===== config.mk =====
export PLATFORM = sky130hd
export DESIGN_NAME = meas_integrator
export DESIGN_NICKNAME = d
export VERILOG_FILES = /design/src/rtl/meas_pkg.sv /design/src/rtl/meas_integrator_chan.sv /design/src/rtl/meas_integrator.sv
export SDC_FILE = /design/constraint.sdc
export NUM_CORES = 1
export LEC_CHECK = 0
export ABC_AREA = 1
export CELL_PAD_IN_SITES_DETAIL_PLACEMENT = 0
export CELL_PAD_IN_SITES_GLOBAL_PLACEMENT = 1
export CORE_MARGIN = 5
export CORE_UTILIZATION = 43
export DETAILED_ROUTE_END_ITERATION = 10
export PLACE_DENSITY_LB_ADDON = 0.1
export SLEW_MARGIN = 20
export SYNTH_ARGS = -nofsm -noshare
export SYNTH_HDL_FRONTEND = slang
export SYNTH_HIERARCHICAL = 1
export SYNTH_SLANG_ARGS = --single-unit

===== constraint.sdc =====
create_clock -name clk -period 3.8 [get_ports clk]
set_input_delay 0.57 -clock clk [delete_from_list [all_inputs] [get_ports clk]]
set_output_delay 0.57 -clock clk [all_outputs]
set_load 0.005 [all_outputs]

===== src/rtl/meas_pkg.sv =====
// Shared types and helpers for the measurement integrator: channel state
// encoding and a saturating signed add usable at any accumulator width.
package meas_pkg;

  typedef enum logic {
    IDLE  = 1'b0,
    ACCUM = 1'b1
  } chan_state_t;

  localparam int SAT_WORD      = 64;
  localparam int DEF_ACC_WIDTH = 32;
  localparam logic signed [DEF_ACC_WIDTH-1:0] DEF_ACC_MAX = {1'b0, {(DEF_ACC_WIDTH-1){1'b1}}};
  localparam logic signed [DEF_ACC_WIDTH-1:0] DEF_ACC_MIN = {1'b1, {(DEF_ACC_WIDTH-1){1'b0}}};

  // Operands arrive sign-extended to SAT_WORD; the result is clamped to the
  // signed range of a w-bit word (w must stay below SAT_WORD-1).
  function automatic logic signed [SAT_WORD-1:0] sat_add(
    input logic signed [SAT_WORD-1:0] a,
    input logic signed [SAT_WORD-1:0] b,
    input int                         w
  );
    logic signed [SAT_WORD-1:0] s;
    logic signed [SAT_WORD-1:0] hi;
    logic signed [SAT_WORD-1:0] lo;
    s  = a + b;
    hi = (64'sd1 <<< (w - 1)) - 64'sd1;
    lo = -hi - 64'sd1;
    if (s > hi) return hi;
    if (s < lo) return lo;
    return s;
  endfunction

endpackage


===== src/rtl/meas_integrator_chan.sv =====
// One measurement channel: trigger-armed sample integration followed by a
// signed threshold decision, with a sticky overrun flag.
module meas_integrator_chan
  import meas_pkg::*;
#(
  parameter int SAMPLE_WIDTH = 16,
  parameter int ACC_WIDTH    = 32,
  parameter int LEN_WIDTH    = 16
) (
  input  logic                    clk,
  input  logic                    reset,
  input  logic                    trig,
  input  logic [SAMPLE_WIDTH-1:0] sample,
  input  logic                    sample_valid,
  input  logic [LEN_WIDTH-1:0]    int_len,
  input  logic [ACC_WIDTH-1:0]    threshold,
  input  logic                    overrun_clr,
  output logic                    meas,
  output logic                    meas_valid,
  output logic                    busy,
  output logic                    overrun
);

  chan_state_t                 state, state_next;
  logic signed [ACC_WIDTH-1:0] acc, acc_next, acc_sum;
  logic signed [ACC_WIDTH-1:0] thr_r, thr_next;
  logic [LEN_WIDTH-1:0]        count, count_next, count_inc;
  logic [LEN_WIDTH-1:0]        len_r, len_next;
  logic                        meas_next, meas_valid_next, overrun_next;
  logic signed [SAT_WORD-1:0]  sum_wide;

  always_ff @(posedge clk or negedge reset) begin
    if (!reset) begin
      state      <= IDLE;
      acc        <= '0;
      count      <= '0;
      len_r      <= '0;
      thr_r      <= '0;
      meas       <= 1'b0;
      meas_valid <= 1'b0;
      overrun    <= 1'b0;
    end else begin
      state      <= state_next;
      acc        <= acc_next;
      count      <= count_next;
      len_r      <= len_next;
      thr_r      <= thr_next;
      meas       <= meas_next;
      meas_valid <= meas_valid_next;
      overrun    <= overrun_next;
    end
  end

  always_comb begin
    state_next      = state;
    acc_next        = acc;
    count_next      = count;
    len_next        = len_r;
    thr_next        = thr_r;
    meas_next       = meas;
    meas_valid_next = 1'b0;
    count_inc       = count + 1'b1;
    sum_wide        = sat_add(64'(acc), 64'($signed(sample)), ACC_WIDTH);
    acc_sum         = sum_wide[ACC_WIDTH-1:0];
    // A fresh overrun outranks a simultaneous clear.
    overrun_next    = (overrun & ~overrun_clr) | (trig & (state == ACCUM));

    unique case (state)
      IDLE: begin
        if (trig) begin
          len_next   = int_len;
          thr_next   = $signed(threshold);
          acc_next   = '0;
          count_next = '0;
          if (int_len != '0) begin
            state_next = ACCUM;
          end else begin
            // Empty window: the decision is on a zero sum against the new threshold.
            meas_valid_next = 1'b1;
            meas_next       = threshold[ACC_WIDTH-1] | (threshold == '0);
          end
        end
      end
      ACCUM: begin
        if (sample_valid) begin
          acc_next   = acc_sum;
          count_next = count_inc;
          if (count_inc == len_r) begin
            meas_next       = (acc_sum >= thr_r);
            meas_valid_next = 1'b1;
            state_next      = IDLE;
          end
        end
      end
      default: state_next = IDLE;
    endcase
  end

  assign busy = (state == ACCUM);

endmodule


===== src/rtl/meas_integrator.sv =====
// Bank of independent integrate-and-threshold channels turning demodulated
// readout samples into per-channel measurement bits.
module meas_integrator
  import meas_pkg::*;
#(
  parameter int N_MEAS       = 5,
  parameter int SAMPLE_WIDTH = 16,
  parameter int ACC_WIDTH    = 32,
  parameter int LEN_WIDTH    = 16
) (
  input  logic                           clk,
  input  logic                           reset,
  input  logic [N_MEAS-1:0]              trig,
  input  logic [N_MEAS*SAMPLE_WIDTH-1:0] sample,
  input  logic [N_MEAS-1:0]              sample_valid,
  input  logic [N_MEAS*LEN_WIDTH-1:0]    int_len,
  input  logic [N_MEAS*ACC_WIDTH-1:0]    threshold,
  input  logic [N_MEAS-1:0]              overrun_clr,
  output logic [N_MEAS-1:0]              meas,
  output logic [N_MEAS-1:0]              meas_valid,
  output logic [N_MEAS-1:0]              busy,
  output logic [N_MEAS-1:0]              overrun
);

  for (genvar gi = 0; gi < N_MEAS; gi++) begin : g_chan
    meas_integrator_chan #(
      .SAMPLE_WIDTH(SAMPLE_WIDTH),
      .ACC_WIDTH   (ACC_WIDTH),
      .LEN_WIDTH   (LEN_WIDTH)
    ) u_chan (
      .clk         (clk),
      .reset       (reset),
      .trig        (trig[gi]),
      .sample      (sample[gi*SAMPLE_WIDTH +: SAMPLE_WIDTH]),
      .sample_valid(sample_valid[gi]),
      .int_len     (int_len[gi*LEN_WIDTH +: LEN_WIDTH]),
      .threshold   (threshold[gi*ACC_WIDTH +: ACC_WIDTH]),
      .overrun_clr (overrun_clr[gi]),
      .meas        (meas[gi]),
      .meas_valid  (meas_valid[gi]),
      .busy        (busy[gi]),
      .overrun     (overrun[gi])
    );
  end

endmodule


==> results_dict.tcl <==
set metrics [dict create \
    rows 111 \
    syn_area_sq_mm 0.03948 \
    finalWorstSetupSlack_ns 0.1398 \
    synth-seq-cells 500 \
    synth-edff-count 0 \
    fp.dieW_um 313.0 \
    dp_hpwl_mm 100.1 \
    fin_tns_setup_ns 0 \
    design_area_sq_mm 0.05304 \
    cellPowerDensity_mw_per_mm2 885.1 \
    ys_warn_count 6 \
    final_layout_size_suffix_gt1_frac 0.2057 \
    end_kind "flip-flop" \
    totalWireLength_mm 125.8 \
    area_growth_pct 34.32 \
    period_share 0.9632 \
    fin_skew_ns 0.03431 \
    critPathKind "input pin to flip-flop" \
    cts_tree "done" \
    numCtsBuffers 60 \
    core_sq_mm 0.09139 \
    avgSynthCellArea_sq_um 6.775 \
    irDropWorstVdd_v 0.0005289 \
    place_area_sq_mm 0.04973 \
    fmax_mhz 273.2 \
    place_inst 7987 \
    max_slew_margin 0.4735 \
    critical_path_required_ns 4.36 \
    pin_count 357 \
    portBuffers 356 \
    start_util 0.4321 \
    layout.nets 7562 \
    grt_pass1_wl_mm 199.2 \
    root_buffer "clkbuf_16" \
    holdWs_ns 0.4577 \
    place_ws_ns -0.5520 \
    synth_area_leaders "dfrtp_1, nand2_1, ha_1" \
    gp_congestion 0.9076 \
    detail_route.vias_per_cell 4.885 \
    grt-ovfl-total 0 \
    seq_area_frac_synth 0.3169 \
    grt_usage 0.2470 \
    worst_pin_slew_ns 0.7898 \
    grt_max_degree 81 \
    postSynth.asyncResetShare 1.000 \
    fin_cells 8133 \
    critPathLaunchType "input pin" \
    clkTransAtPathRegs_ns 0.06 \
    drtPass1Iterations 6 \
    ant_nets 0 \
    yosys.area.top_type "dfrtp_1" \
    die_y_um 313.0 \
    grt_pass1_vias 38552 \
    finalHoldViolations 0 \
    clock_latency_ns 0.69 \
    vias 39730 \
    synth.distinct_cells 51 \
    drv_cap 0 \
    report.final.slew_viol_count 0 \
    leakage_uw 0.02775 \
    cts.htree.levels 2 \
    cp_max_fo 17 \
    clk_path_buf_depth 3 \
    dieArea_sq_mm 0.09798 \
    route.detailed.drc 0 \
    wire_per_inst_um 15.47 \
    synthCells 5828 \
    arrival_ns 4.22 \
    finalSetupViolCount 0 \
    finalCriticalPeriod_ns 3.660 \
    syn_nets 6495 \
    synth_top_area_frac 0.3169 \
    outcome "completed" \
    antenna_found_initial 5 \
    cts_sinks 500 \
    hold_path_class "input pin to flip-flop" \
    drt_iter0_markers 2393 \
    ys.flop_type "dfrtp_1" \
]
stage by stage:
stage               power, uW    util
finish                  46940  0.5804
global route            51510  0.5804
CTS                     45490  0.5680
detailed placement      38900  0.5442
global placement        38460  0.5442
floorplan               26260       -
layer usage:
layer	track usage	wire length (um)	vias up
met5	0	0	-
met4	0.06677	3369	0
met3	0.02301	4134	162
met2	0.4277	60100	652
met1	0.3326	58190	18238
li1	-	-	20678
sequential cells by signal, summed over array words and instances, names as in the netlist:
| signal | count |
|---|---|
| g_chan.u_chan/len_r | 80 |
| g_chan.u_chan/thr_r | 160 |
| g_chan.u_chan/busy | 5 |
| g_chan.u_chan/overrun | 5 |
| g_chan.u_chan/meas_valid | 5 |
| g_chan.u_chan/meas | 5 |
| g_chan.u_chan/acc | 160 |
| g_chan.u_chan/count | 80 |
timing repair:
action | CTS | global route
gates resized for setup | 0 | 153
setup buffers | 0 | 23
hold buffers | 1 | 0
endpoints found under the hold margin | 66 | 0
setup endpoints to repair | 0 | 5
Yosys cell counts (all sizes together) (4+ instances only):
cell,n
clkbuf,71
dfrtp,500
xnor2,20
nor2,519
o21bai,36
a21oi,218
a21o,17
a22o,8
o22ai,73
nand3,262
clkinv,4
o211ai,5
buf,53
nor3,15
inv,707
o21a,7
nor4,21
o21ai,345
fa,5
nand3b,30
nand4,57
ha,325
nand2,2409
xor2,102
cells in the final DEF, fill, tap and decap left out, types with 253 or more instances in the layout:
cell type / Yosys / layout
ha_1: 325 / 290
nand3_1: 259 / 253
dfrtp_1: 500 / 500
nand2_1: 2052 / 2038
inv_1: 693 / 690
clkdlybuf4s50_1: 0 / 353
nand2_2: 347 / 347
buf_4: 0 / 731
o21ai_0: 324 / 315
nor2_1: 499 / 473
layout make-up:
cell class,instances,area [sq um]
Antenna cell,5,12.51
Clock buffer,76,1682
Clock inverter,33,480.5
Fill cell,8932,38350
Inverter,711,2669
Multi-Input combinational cell,4494,24320
Sequential cell,500,12510
Tap cell,1186,1484
Timing Repair Buffer,1128,9881
final timing paths:
path                                         startpoint                    endpoint  slack [ns]  cells past startpoint
worst max-delay path                         sample[47]       g_chan[2].u_chan/meas        0.14                     25
worst min-delay path                     overrun_clr[4]    g_chan[4].u_chan/overrun        0.46                      2
worst max register to register  g_chan[2].u_chan/acc[0]       g_chan[2].u_chan/meas        0.25                     28
worst min register to register    g_chan[0].u_chan/meas       g_chan[0].u_chan/meas        0.47                      2
max in group asynchronous                         reset  g_chan[2].u_chan/thr_r[11]        2.27                      4
min in group asynchronous                         reset     g_chan[3].u_chan/acc[2]        0.55                      2
worst max-delay path, cell delays in order:
cell	delay [ns]
clkdlybuf4s50_1	0.51
buf_12	0.19
ha_1	0.31
a21oi_1	0.22
o21ai_1	0.14
nand2_1	0.08
nand2_1	0.06
nor2_2	0.14
nand2_2	0.09
o21ai_2	0.19
nand2_4	0.16
clkbuf_16	0.21
buf_4	0.14
nand2_2	0.07
ha_1	0.24
nand4_1	0.13
nor2_2	0.06
buf_4	0.13
buf_4	0.13
a21oi_1	0.14
nand3_1	0.09
nand2_1	0.06
inv_1	0.03
nand3_1	0.05
nand2_1	0.05
kinds of logic after synthesis:
group,after synthesis,share of synthesized area
DFF,500,0.3169
xor gates and xnor gates,128,0.03058
buffers and inverters,835,0.08702
AOI/OAI and AO/OA,717,0.1005
and+or+nand+nor,3318,0.3594
adders and majority gates,330,0.1055
report_power, final:
| part | internal (uW) | total [uW] | switching, uW |
|---|---|---|---|
| sequential | 6600 | 7560 | 963 |
| combinational | 15500 | 33100 | 17600 |
| clock | 3750 | 6270 | 2520 |
Note: power is estimated with default switching activity, not from simulation.
